--- src/rtl/hs_pkg.sv ---
// Shared types and constants for the handshake stream source.
package hs_pkg;

  typedef enum logic [1:0] {
    StIdle,
    StSend,
    StGap,
    StDone
  } hs_state_e;

  // Galois feedback taps for the 32-bit right-shifting LFSR
  localparam logic [31:0] LFSR_TAPS    = 32'h8020_0003;
  localparam logic [31:0] DEFAULT_SEED = 32'h0000_0001;

  // One LFSR step: shift right, fold taps back in when a one falls out
  function automatic logic [31:0] lfsr_next(input logic [31:0] s);
    logic [31:0] n;
    n = s >> 1;
    if (s[0]) n = n ^ LFSR_TAPS;
    return n;
  endfunction

endpackage

--- src/rtl/hs_lfsr32.sv ---
// 32-bit Galois LFSR pattern generator with synchronous seed load and step enable.
module hs_lfsr32
  import hs_pkg::*;
#(
  parameter logic [31:0] SEED = DEFAULT_SEED
) (
  input  logic        clk,
  input  logic        rst,
  input  logic        load,
  input  logic        adv,
  output logic [31:0] q
);

  logic [31:0] q_q, q_d;

  // Load has priority so a burst restart never sees a stale step
  always_comb begin
    q_d = q_q;
    if (load) begin
      q_d = SEED;
    end else if (adv) begin
      q_d = lfsr_next(q_q);
    end
  end

  // LFSR state register
  always_ff @(posedge clk or posedge rst) begin
    if (rst) begin
      q_q <= SEED;
    end else begin
      q_q <= q_d;
    end
  end

  assign q = q_q;

endmodule

--- src/rtl/hs_source.sv ---
// Valid/ready burst source: emits len words (counting or LFSR) with an optional idle
// gap between beats, holding valid/data stable across downstream stalls.
module hs_source
  import hs_pkg::*;
#(
  parameter int unsigned DATABIT = 32,
  parameter int unsigned LEN_BIT = 8,
  parameter logic [31:0] SEED    = DEFAULT_SEED
) (
  input  logic               clk,
  input  logic               rst,
  input  logic               start,
  input  logic [LEN_BIT-1:0] len,
  input  logic [3:0]         gap,
  input  logic               mode,
  output logic [DATABIT-1:0] out_data,
  output logic               out_valid,
  input  logic               out_ready,
  output logic               busy,
  output logic               done,
  output logic [LEN_BIT-1:0] beat_cnt
);

  hs_state_e          state_q, state_d;
  logic [LEN_BIT-1:0] len_q, len_d;
  logic [LEN_BIT-1:0] beat_cnt_q, beat_cnt_d;
  logic [LEN_BIT-1:0] beat_inc;
  logic [3:0]         gap_q, gap_d;
  logic [3:0]         gap_cnt_q, gap_cnt_d;
  logic               mode_q, mode_d;
  logic [31:0]        cnt_q, cnt_d;
  logic [31:0]        lfsr_w;
  logic [31:0]        pat_w;
  logic               start_acc;
  logic               accept;
  logic               last_beat;

  assign start_acc = start && (state_q == StIdle);
  // out_valid is exactly "in SEND", so acceptance needs only the state and ready
  assign accept    = (state_q == StSend) && out_ready;
  assign beat_inc  = beat_cnt_q + LEN_BIT'(1);
  assign last_beat = (beat_inc == len_q);

  // State register
  always_ff @(posedge clk or posedge rst) begin
    if (rst) begin
      state_q <= StIdle;
    end else begin
      state_q <= state_d;
    end
  end

  // Next-state logic
  always_comb begin
    state_d = state_q;
    unique case (state_q)
      StIdle: begin
        if (start) begin
          state_d = (len != '0) ? StSend : StDone;
        end
      end
      StSend: begin
        if (accept) begin
          if (last_beat) begin
            state_d = StDone;
          end else if (gap_q != 4'd0) begin
            state_d = StGap;
          end
        end
      end
      StGap: begin
        if (gap_cnt_q == 4'd1) begin
          state_d = StSend;
        end
      end
      StDone: begin
        state_d = StIdle;
      end
      default: state_d = StIdle;
    endcase
  end

  // State-decoded outputs; ready never feeds into valid
  always_comb begin
    out_valid = (state_q == StSend);
    busy      = (state_q != StIdle);
    done      = (state_q == StDone);
  end

  // Burst configuration, beat counter, gap counter and counting pattern next-state
  always_comb begin
    len_d      = len_q;
    gap_d      = gap_q;
    mode_d     = mode_q;
    beat_cnt_d = beat_cnt_q;
    cnt_d      = cnt_q;
    gap_cnt_d  = gap_cnt_q;
    if (start_acc) begin
      len_d      = len;
      gap_d      = gap;
      mode_d     = mode;
      beat_cnt_d = '0;
      cnt_d      = '0;
    end else if (accept) begin
      beat_cnt_d = beat_inc;
      cnt_d      = cnt_q + 32'd1;
      if (!last_beat) begin
        gap_cnt_d = gap_q;
      end
    end else if (state_q == StGap) begin
      gap_cnt_d = gap_cnt_q - 4'd1;
    end
  end

  // Datapath registers
  always_ff @(posedge clk or posedge rst) begin
    if (rst) begin
      len_q      <= '0;
      gap_q      <= '0;
      mode_q     <= 1'b0;
      beat_cnt_q <= '0;
      cnt_q      <= '0;
      gap_cnt_q  <= '0;
    end else begin
      len_q      <= len_d;
      gap_q      <= gap_d;
      mode_q     <= mode_d;
      beat_cnt_q <= beat_cnt_d;
      cnt_q      <= cnt_d;
      gap_cnt_q  <= gap_cnt_d;
    end
  end

  hs_lfsr32 #(
    .SEED(SEED)
  ) u_lfsr (
    .clk (clk),
    .rst (rst),
    .load(start_acc),
    .adv (accept),
    .q   (lfsr_w)
  );

  // Pattern select; data is shown in every state but only meaningful under valid
  always_comb begin
    pat_w    = mode_q ? lfsr_w : cnt_q;
    out_data = pat_w[DATABIT-1:0];
    beat_cnt = beat_cnt_q;
  end

endmodule

--- config.mk ---
export PLATFORM = sky130hd
export DESIGN_NAME = hs_source
export DESIGN_NICKNAME = d
export VERILOG_FILES = /design/src/rtl/hs_pkg.sv /design/src/rtl/hs_lfsr32.sv /design/src/rtl/hs_source.sv
export SDC_FILE = /design/constraint.sdc
export NUM_CORES = 1
export LEC_CHECK = 0
export ABC_AREA = 1
export CORE_ASPECT_RATIO = 1.2
export CORE_MARGIN = 2
export CORE_UTILIZATION = 50
export DETAILED_ROUTE_END_ITERATION = 16
export MAX_ROUTING_LAYER = met4
export PLACE_DENSITY = 0.73
export SLEW_MARGIN = 20
export SYNTH_ARGS = -nofsm -noshare
export SYNTH_HDL_FRONTEND = slang
export SYNTH_HIERARCHICAL = 1
export SYNTH_SLANG_ARGS = --single-unit
--- constraint.sdc ---
create_clock -name clk -period 2 [get_ports clk]
set_input_delay 0.2 -clock clk [delete_from_list [all_inputs] [get_ports clk]]
set_output_delay 0.2 -clock clk [all_outputs]
set_load 0.05 [all_outputs]
Word level (Yosys, flattened, before mapping)
Cells that the tools add are included.
{ "word_totals": {"regBits": 91, "input_bits": 17, "output_inout_bits": 43, "word_cells": 51} }
{ "classes": {"add_sub_neg": 3, "n_eq_ne": 10, "n_mux": 18, "n_bitwise": 2, "reduce_logical": 10} }
{ "ops": {"columns": ["op", "count"], "rows": [
  ["$mux 32", 6],
  ["$add 32x1->32 const B", 1],
  ["$mux 8", 2],
  ["$mux 2", 6],
  ["$mux 4", 3],
  ["$add 8x1->8 const B", 1],
  ["$eq 8x8->1", 1],
  ["$pmux 2 s4", 1],
  ["$reduce_bool 8->1", 1],
  ["$ne 2x2->1 const B", 3],
  ["$reduce_bool 2->1", 3],
  ["$eq 2x2->1 const B", 2],
  ["$eq 4x1->1 const B", 1],
  ["$not 3->4", 1],
  ["$reduce_and 4->1", 1],
  ["$reduce_bool 4->1", 1],
  ["$sub 4x1->4 const B", 1],
  ["$ne 3x1->1 const B", 1],
  ["$reduce_and 3->1", 1],
  ["$eq 2x1->1 const B", 1],
  ["$logic_and 1x1->1", 2],
  ["$logic_not 2->1", 1],
  ["$ne 2x1->1 const B", 1],
  ["$not 1->1", 1]
]} }

Logic depth before layout (Yosys ltp)
Gate-level depths: netlist of the first run.
{ "logic_depth": {"depth_word": 5, "ltp_mapped": 14, "mapped_depth_nobuf": 14} }

Modules after synthesis
The synthesis of the first run kept the hierarchy.
{ "modules_own_cells": {"columns": ["module", "instances", "cells_per_inst", "area_per_inst_um2", "seq_area_each_um2"], "rows": [
  ["hs_source", 1, 536, 3746.1, 1476.4],
  ["hs_lfsr32", 1, 142, 1267.5, 802.0]
]} }

Least setup slack after synthesis of the first run
No wires, ideal clock.
{ "synth_timing": {"kind": "reg-to-reg", "startpoint": "reg beat_cnt_q[1] (netlist: beat_cnt[1])", "endpoint": "reg gap_cnt_q[2]", "setup_time_ns": 0.116, "arrival_time_ns": 1.943, "required_ns": 1.884, "slack_ns": -0.059, "stages_incl_launch_ff": 13, "path_buffers": 0, "synth_period_minus_slack_ns": 2.059, "cell_sequence": "dfrtp_1 ha_1 nand2_1 nor2_1 nand3_1 nand3_1 nand3_1 nor2_1 nand2_1 nand2_2 nand2_1 nand2_1 nand2_1"} }
{ "synth_between": {"elab_chain_cells": 4} }
{ "synth_lines": {"columns": ["element", "line_no", "rtl"], "rows": [
  ["start: declaration", "hs_source.sv:26", "logic [LEN_BIT-1:0] beat_cnt_q, beat_cnt_d;"],
  ["start signal: assignment", "hs_source.sv:128", "beat_cnt_q <= beat_cnt_d;"],
  ["$add 8x1->8", "hs_source.sv:41", "assign beat_inc = beat_cnt_q + LEN_BIT'(1);"],
  ["$eq 8x8->1", "hs_source.sv:42", "assign last_beat = (beat_inc == len_q);"],
  ["$ne 2x2->1 (no source line)", null, null],
  ["$reduce_and 3->1 (no source line)", null, null],
  ["end signal: assignment", "hs_source.sv:130", "gap_cnt_q <= gap_cnt_d;"],
  ["end: declaration", "hs_source.sv:29", "logic [3:0] gap_cnt_q, gap_cnt_d;"]
]} }
Every way passes these cells.
A chain may end at the register's enable or synchronous reset.

Worst setup path after layout of the first run
{ "layout_timing": {"startpoint": "reg state_q[0]", "endpoint": "out done"} }
{ "layout_between": {"elab_chain_cells": 1} }
{ "layout_lines": {"columns": ["element", "line_no", "rtl"], "rows": [
  ["start: declaration", "hs_source.sv:24", "hs_state_e state_q, state_d;"],
  ["start signal: assignment", "hs_source.sv:47", "state_q <= StIdle;"],
  ["start signal: assignment", "hs_source.sv:49", "state_q <= state_d;"],
  ["$eq 2x2->1", "hs_source.sv:87", "done = (state_q == StDone);"],
  ["end: declaration", "hs_source.sv:20", "output logic done,"]
]} }
Every way passes these cells.

==> results of run 1 <==
cell usage after synthesis, types with 2 or more instances:
master and n:
nand2_1 234, dfrtp_1 90, inv_1 74, o21ai_0 61
nand3_1 46, nor2_1 43, a21oi_1 18, nand4_1 14
nor3_1 14, buf_2 8, clkbuf_1 8, mux2_2 6
nor4_1 6, nand2_2 5, o21ai_1 5, ha_1 4
nor2_2 4, nor2_4 4, o21a_1 4, o22ai_1 4
buf_6 3, inv_2 3, nand3b_1 3, a211oi_1 2
nand4_2 2, nor3_4 2, xnor2_1 2
placed cells by master (no fill, tap or decap), drive strengths merged, types with 13 or more instances in the layout:
master,count
nand2,239
nor2,51
o21ai,66
nand4,16
dfrtp,90
a21oi,18
nor3,16
clkdlybuf4s50,25
inv,77
clkbuf,13
buf,48
nand3,47
path summary, 6_finish.rpt:
path,from,endpoint,slack (ns),cells past startpoint
max in group asynchronous,rst,u_lfsr/q[0]$_DFFE_PP1P_,1.34,3
min reg2reg,u_lfsr/q[11]$_DFFE_PP0P_,u_lfsr/q[10]$_DFFE_PP0P_,0.50,2
min,rst,u_lfsr/q[4]$_DFFE_PP0P_,0.16,2
max,state_q[0]$_DFFE_PP0P_,done,0.12,3
min in group clk,len[5],len_q[5]$_DFFE_PP0P_,0.44,3
max reg2reg,cnt_q[15]$_DFFE_PP0P_,cnt_q[31]$_DFFE_PP0P_,0.16,7
layer usage:
layer | vias up | track usage (%) | part of all wire, %
met3 | 21 | 4.89 | 5.7
met1 | 2226 | 35.6 | 44
li1 | 2324 | - | -
met2 | 152 | 40.2 | 48
met5 | - | - | 0
met4 | 0 | 9.24 | 2.2
sequential cells by signal (all words and copies together) (netlist names):
signal,cells
len_q,8
gap_q,4
state_q,2
cnt_q,32
gap_cnt_q,4
u_lfsr/q,32
mode_q,1
beat_cnt,8
cell type report:
type	instances	area [sq um]
fillers	833	3500
flip-flops and latches	91	2280
well taps	126	158
repair buffers	74	1070
multi-input cells	490	2360
clock buffers	13	250
inverters	77	289
metrics by stage:
| stage | area, sq um | TNS (ns) |
|---|---|---|
| 5_1_grt | 6410 | -0.0209 |
| 2_1_floorplan | 5010 | 0 |
| 3_5_place_dp | 6130 | 0 |
| 3_3_place_gp | 6130 | 0 |
| 4_1_cts | 6380 | 0 |
| 6_report | 6410 | 0 |
logic make-up after synthesis:
logic type	after synthesis	share of synthesized area, %
AO/OA/AOI/OAI	97	10.2
XOR/XNOR	3	0.524
adder cells (fa/ha/maj)	4	0.998
buffers and inverters	97	7.91
flip-flops	91	45.4
multiplexers	6	1.35
AND/OR/NAND/NOR	380	33.5
power by group through the flow:
| stage | combinational, W | clock [W] | sequential [W] |
|---|---|---|---|
| final | 0.00289 | 0.00152 | 0.00249 |
| after global routing | 0.00318 | 0.00163 | 0.00254 |
| after CTS | 0.00286 | 0.00154 | 0.00248 |
| after detailed placement | 0.00284 | 0 | 0.00251 |
| after global placement | 0.00280 | 0 | 0.00250 |
| after floorplan | 0.00184 | 0 | 0.00253 |
timing repair:
action / in CTS / in global routing
gates resized for setup: 0 / 9
setup buffers: 0 / 1
setup endpoints to repair: 0 / 6
==> run metrics, run 1 <==
final core occ between 60 and 70%; Synth Instances slightly below 700; fin crit period between 1.5 and 2 ns; count of pins over their slew limit 0; syn nets approximately 700; Place WS 0.0588 ns; Antenna Violating Nets Remaining 0; largest net degree at the start of global routing 60; # nets final ~760; Initial Utilization 50.6%; total CTS buffers 9; Setup WS post-layout between 0.1 and 0.15 ns; clock sinks 91; FP Rows 40; Seq/Total Area, Yosys a little under half; Finished Layout Cells 871; sw frac 40.6%; overall die width ~95 um; family with the most delay on the worst path buffers and inverters; Critical Path Source Type flop; Worst Setup End Kind output pin; library cells used by synthesis 36; worst slew pin tran 0.614 ns; Leak roughly 3 nW; wire per inst approximately 15 um; outcome finished, final reports clean; Comb pwr share around two fifths; dpl cells around 860; peak supply drop ~0.00066 V; Clock Power Share between 20% and 30%; area of the core ~10000 sq um; # DRC 0; maximum root-to-sink buffer count 2; max_slew headroom ~60%; 1st-pass router iterations 5; Clock Latency Late Sink 0.34 ns; Psw ~0.0028 W; share of flip-flops with an asynchronous set or reset 100%; Hold Fails Final Rpt 0; CP arrival approximately 1.7 ns; synth warn 6; critical path class reg2out; critical path data required time 1.80 ns; Avg Vias per Cell approximately 5.4; mean post-synth cell area roughly 7.4 sq um; cts hold-fix bufs 0; slowest stage cell, crit path clkdlybuf4s50_1; Worst Skew roughly 0.008 ns; via count roughly 4700; Hold WS 0.160 ns; CP bufs+invs 2; Synth area leader dfrtp_1; # setup viols final 0; final period utilization a little over nine tenths; IO buf count 59; Synth Cell Area ~5000 sq um; Hold Crit Class in2async; CTS H-Tree Depth 3; Max Cap Viol 0; predominant post-synthesis flop cell dfrtp_1; f_max between 500 and 600 MHz; DIE HEIGHT between 100 and 150 um; number of enable flip-flop cells after synthesis 0; synthesized flop and latch total just over 90; ANT cells 0; DP HPWL around 9.4 mm; total wire length 12.9 mm; CTS root buf clkbuf_16; cell-internal power roughly 0.004 W; Tot GR Track Use a little over a quarter; num ports 60; Max stage delay on crit path just under 0.8 ns; P&R area growth vs syn 27.8%; power density over the cells 1080 nW/um^2; Tot Pwr about 0.007 W; register clock-pin slew on the reported worst setup and hold paths ~0.060 ns; initial antenna violation count 0; total congestion overflow 0; Flop pwr share 36.1%; Crit Path Max Fanout 6; cells along the critical path nand2_1 -> inv_1 -> clkdlybuf4s50_1; full die area around 11000 sq um; global-route wire length before repair approximately 21 mm; layout cells sized above 1 between 10% and 20%; number of global-route vias before repair approximately 4500; CTS tree done; Yosys top cell area share about 45%; drt initial violations 329; global placement routability congestion between 0.9 and 1; main area contributors after synthesis dfrtp_1 45%, nand2_1 18%, o21ai_0 6.1%, inv_1 5.5%, nand3_1 4.6%
(Power assumes the default switching activity.)
==> inputs of run 2 (changes only) <==
PLACE_DENSITY = 0.83   (was 0.73)
==> run metrics, run 2 (same netlist as run 1, synthesis figures left out) <==
outcome finished, final reports clean (unchanged); family with the most delay on the worst path buffers and inverters (unchanged); Finished Layout Cells 876 (was 871); # DRC 0 (unchanged); largest net degree at the start of global routing 60 (unchanged); Max Cap Viol 0 (unchanged); CTS tree done (unchanged); worst slew pin tran 0.624 ns (was 0.614 ns); Clock Latency Late Sink 0.34 ns (about the same); P&R area growth vs syn 29.9% (was 27.8%); clock sinks 91 (unchanged); wire per inst 15.0 um (was 14.8 um); total CTS buffers 9 (unchanged); final period utilization 95.5% (was 94.2%); CP bufs+invs 2 (unchanged); critical path class reg2out (unchanged); power density over the cells 1130 nW/um^2 (was 1080 nW/um^2); cells along the critical path nand2_1 -> inv_1 -> clkdlybuf4s50_1 (unchanged); IO buf count 59 (unchanged); via count 4835 (was 4723); slowest stage cell, crit path clkdlybuf4s50_1 (unchanged); Avg Vias per Cell 5.52 (was 5.42); Antenna Violating Nets Remaining 0 (unchanged); most frequent cells in the layout 232 x nand2_1, 89 x dfrtp_1, 73 x inv_1 (was 232 x nand2_1, 88 x dfrtp_1, 73 x inv_1); global placement routability congestion 0.941 (was 0.917); DIE HEIGHT 114 um (unchanged); RSZ-0062 raised after global routing false; Leak 3.06 nW (was 3.01 nW); number of global-route vias before repair 4667 (was 4522); Tot GR Track Use 26.5% (was 26.4%); FP Rows 40 (unchanged); Initial Utilization 50.6% (unchanged); R2R Path Start cnt_q[1]$_DFFE_PP0P_ (was cnt_q[15]$_DFFE_PP0P_); dpl cells 858 (was 857); CP arrival 1.71 ns (was 1.68 ns); Setup Total Neg Slack 0 ns (unchanged); total congestion overflow 0 (unchanged); Worst Skew 0.00678 ns (was 0.00790 ns); Crit Path Max Fanout 6 (unchanged); register clock-pin slew on the reported worst setup and hold paths 0.06 ns (about the same); num ports 60 (unchanged); count of pins over their slew limit 0 (unchanged); Critical Path Source Type flop (unchanged); Place WS 0.0904 ns (was 0.0588 ns); full die area 10800 sq um (unchanged); critical path data required time 1.80 ns (about the same); CTS H-Tree Depth 3 (unchanged); initial antenna violation count 0 (unchanged); # setup viols final 0 (unchanged); peak supply drop 0.000705 V (was 0.000656 V); Setup WS post-layout 0.0908 ns (was 0.116 ns); # nets final 766 (was 764); 1st-pass router iterations 5 (unchanged); CP Launch Point state_q[0]$_DFFE_PP0P_ (unchanged); Hold Crit Class in2async (unchanged); most common cell after layout, fill and taps aside nand2_1 (unchanged); layout cells sized above 1 13.9% (was 13.0%); total wire length 13.1 mm (was 12.9 mm); Worst Setup End Kind output pin (unchanged); ANT cells 0 (unchanged); Max stage delay on crit path 0.79 ns (was 0.78 ns); drt initial violations 343 (was 329); max_slew headroom 58.3% (was 58.7%); area of the core 9910 sq um (unchanged); global-route wire length before repair 21.9 mm (was 21.5 mm); maximum root-to-sink buffer count 2 (unchanged); cts hold-fix bufs 0 (unchanged); overall die width 95.4 um (unchanged); CTS root buf clkbuf_16 (unchanged); DP HPWL 9.49 mm (was 9.39 mm); f_max 524 MHz (was 531 MHz); fin crit period 1.91 ns (was 1.88 ns); Hold Fails Final Rpt 0 (unchanged)
## run 2: layer usage
layer / routed length (um) / vias up / track usage [%]
met5: 0 / - / -
met1: 5600 / 2275 / 35.4
met2: 6400 / 201 / 41.5
li1: - / 2324 / -
met4: 372 / 0 / 10.6
met3: 734 / 35 / 2.91
## run 2: cell type report
class	instances	area [sq um]
Sequential cell	91	2280
Inverter	77	289
Multi-Input combinational cell	490	2390
Clock buffer	12	236
Timing Repair Buffer	76	1060
Tap cell	126	158
Clock inverter	4	98.8
Fill cell	792	3400
## run 2: final timing paths
path,slack (ns),depth (start not counted),end
worst max register to register,0.13,6,cnt_q[22]$_DFFE_PP0P_
worst min-delay path,0.26,3,cnt_q[28]$_DFFE_PP0P_
max in group asynchronous,1.36,3,u_lfsr/q[0]$_DFFE_PP1P_
worst max-delay path,0.09,3,done
worst min register to register,0.50,2,u_lfsr/q[10]$_DFFE_PP0P_
min in group clk,0.44,3,gap_q[3]$_DFFE_PP0P_
## run 2: repair_timing
action | in CTS | in global routing
resized for setup | 0 | 14
setup buffers | 0 | 2
setup endpoints to repair | 0 | 10
## run 2: per-stage QoR
| stage | area, sq um | utilization [%] | hold slack, ns | total power, W |
|---|---|---|---|---|
| finish | 6510 | 65.7 | 0.264 | 0.00735 |
| global route | 6510 | 65.7 | 0.319 | 0.00778 |
| CTS | 6450 | 65.1 | 0.294 | 0.00727 |
| detailed placement | 6110 | 61.7 | 0.486 | 0.00534 |
| global placement | 6110 | 61.7 | 0.477 | 0.00525 |
| floorplan | 5010 | - | 0.310 | 0.00436 |
## run 2: worst register-to-register path, delay by kind of cell, from the launching register on
family        cells  cell delay, ns
simple gates      5            1.15
fa+ha+maj         1            0.20
flops             1            0.38
## run 2: power by group
| part | leakage, nW | total, W | switching [W] | internal [W] |
|---|---|---|---|---|
| Clock | 0.161 | 0.00191 | 0.000688 | 0.00122 |
| Combinational | 1.67 | 0.00295 | 0.00189 | 0.00106 |
| Sequential | 1.23 | 0.00249 | 0.000300 | 0.00219 |
| Total | 3.06 | 0.00735 | 0.00287 | 0.00448 |
==> inputs of run 3 (changes only) <==
--- a/config.mk
+++ b/config.mk
@@ -13,3 +13,3 @@
 export MAX_ROUTING_LAYER = met4
-export PLACE_DENSITY = 0.83
+export PLACE_DENSITY = 0.73
 export SLEW_MARGIN = 20
--- a/constraint.sdc
+++ b/constraint.sdc
@@ -3,2 +3,2 @@
 set_output_delay 0.2 -clock clk [all_outputs]
-set_load 0.05 [all_outputs]
+set_load 0.01 [all_outputs]
==> run metrics, run 3 (same netlist as run 1, synthesis figures left out) <==
outcome finished, final reports clean (unchanged); register clock-pin slew on the reported worst setup and hold paths 0.07 ns (was 0.06 ns); final core occ 62.7% (was 65.7%); # DRC 0 (unchanged); global-route wire length before repair 21.4 mm (was 21.9 mm); Place WS 0.0546 ns (was 0.0904 ns); peak supply drop 0.000588 V (was 0.000705 V); initial antenna violation count 0 (unchanged); number of global-route vias before repair 4540 (was 4667); worst r2r path cells 11 (was 6); slowest stage cell, crit path clkdlybuf4s50_1 (unchanged); FP Rows 40 (unchanged); # fillers 874 (was 792); max_slew headroom 57.7% (was 58.3%); layout cells sized above 1 9.47% (was 13.9%); 1st-pass router iterations 5 (unchanged); # nets final 766 (unchanged); global placement routability congestion 0.940 (was 0.941); drt initial violations 329 (was 343); critical path class reg2out (unchanged); register area 2280 sq um (unchanged); Hold Fails Final Rpt 0 (unchanged); DP HPWL 9.25 mm (was 9.49 mm); P&R area growth vs syn 24.0% (was 29.9%); largest net degree at the start of global routing 60 (unchanged); cells along the critical path buf_12 -> o21ai_0 -> clkdlybuf4s50_1 (was nand2_1 -> inv_1 -> clkdlybuf4s50_1); Tot Pwr 0.00676 W (was 0.00735 W); critical path data required time 1.80 ns (about the same); IO buf count 59 (unchanged); CTS tree done (unchanged); num ports 60 (unchanged); Max Cap Viol 0 (unchanged); most common cell after layout, fill and taps aside nand2_1 (unchanged); clock sinks 91 (unchanged); full die area 10800 sq um (unchanged); most frequent cells in the layout 233 x nand2_1, 89 x dfrtp_1, 73 x inv_1 (was 232 x nand2_1, 89 x dfrtp_1, 73 x inv_1); total CTS buffers 9 (unchanged); area of the core 9910 sq um (unchanged); via count 4722 (was 4835); final period utilization 97.3% (was 95.5%); Worst Skew 0.00817 ns (was 0.00678 ns); wire per inst 14.7 um (was 15.0 um); overall die width 95.4 um (unchanged); worst slew pin tran 0.632 ns (was 0.624 ns); CTS root buf clkbuf_16 (unchanged); Worst Setup End Kind output pin (unchanged); total congestion overflow 0 (unchanged); # setup viols final 0 (unchanged); Max stage delay on crit path 0.57 ns (was 0.79 ns); CP arrival 1.75 ns (was 1.71 ns); Hold Crit Class in2async (unchanged); Avg Vias per Cell 5.39 (was 5.52); total wire length 12.8 mm (was 13.1 mm); Setup WS post-layout 0.0550 ns (was 0.0908 ns); Setup Total Neg Slack 0 ns (unchanged); count of pins over their slew limit 0 (unchanged); ANT cells 0 (unchanged); maximum root-to-sink buffer count 2 (unchanged); Crit Path Max Fanout 59 (was 6); power density over the cells 1090 nW/um^2 (was 1130 nW/um^2); multi-input logic area 2360 sq um (was 2390 sq um); Critical Path Source Type flop (unchanged); cts hold-fix bufs 0 (unchanged); Leak 3.08 nW (was 3.06 nW); fin crit period 1.95 ns (was 1.91 ns); CTS H-Tree Depth 3 (unchanged); Clock Latency Late Sink 0.34 ns (about the same); Finished Layout Cells 876 (unchanged); CP Launch Point mode_q$_DFFE_PP0P_ (was state_q[0]$_DFFE_PP0P_); Initial Utilization 50.6% (unchanged); Tot GR Track Use 26.0% (was 26.5%); f_max 514 MHz (was 524 MHz); dpl cells 857 (was 858); R2R Path Start beat_cnt[1]$_DFFE_PP0P_ (was cnt_q[1]$_DFFE_PP0P_); DIE HEIGHT 114 um (unchanged); Antenna Violating Nets Remaining 0 (unchanged)
[run 3: worst max-delay path, delay by kind of cell, from the launching register on]
family,cells,cell delay [ns]
buffers and inverters,2,0.76
flip-flops,1,0.40
AO/OA/AOI/OAI,1,0.22
[run 3: worst paths after layout]
check / to / slack [ns]
hold reg to reg: u_lfsr/q[9]$_DFFE_PP0P_ / 0.51
min in group clk: gap_q[0]$_DFFE_PP0P_ / 0.42
hold / removal: cnt_q[0]$_DFFE_PP0P_ / 0.27
max in group asynchronous: u_lfsr/q[0]$_DFFE_PP1P_ / 1.38
setup reg to reg: gap_cnt_q[2]$_DFFE_PP0P_ / 0.14
setup / recovery: out_data[13] / 0.05
[run 3: final cells by class]
class | instances | share of cell area [%]
clock buffers | 9 | 3.62
inverters | 77 | 4.65
clock inverters | 7 | 1.97
multi-input cells | 490 | 38.0
flip-flops and latches | 91 | 36.7
repair buffers | 76 | 12.5
well taps | 126 | 2.54
[run 3: repair_timing]
item / in CTS / in global routing
gates resized for setup: 9 / 19
buffers inserted: 0 / 3
pin swaps: 0 / 2
endpoints found under the setup margin: 9 / 16
cloned: 0 / 0
[run 3: layer usage]
layer / GRT usage [%] / share of wire (%) / wire length (um) / up-vias
met5: - / 0 / 0 / -
met4: 7.05 / 1.5 / 187 / 0
met3: 4.43 / 4.4 / 567 / 16
met2: 41.2 / 49 / 6300 / 128
met1: 34.7 / 45 / 5780 / 2256
li1: - / - / - / 2322
[run 3: per-stage QoR]
step / hold slack, ns / instance area (sq um)
2_1_floorplan: 0.310 / 5010
3_3_place_gp: 0.475 / 5810
3_5_place_dp: 0.489 / 5810
4_1_cts: 0.285 / 6150
5_1_grt: 0.318 / 6220
6_report: 0.270 / 6220
[run 3: where the power goes]
group | leakage [nW] | internal (W) | switching (W)
Clock | 0.163 | 0.00123 | 0.000729
Combinational | 1.69 | 0.000899 | 0.00142
Sequential | 1.23 | 0.00219 | 0.000296
Total | 3.08 | 0.00432 | 0.00244
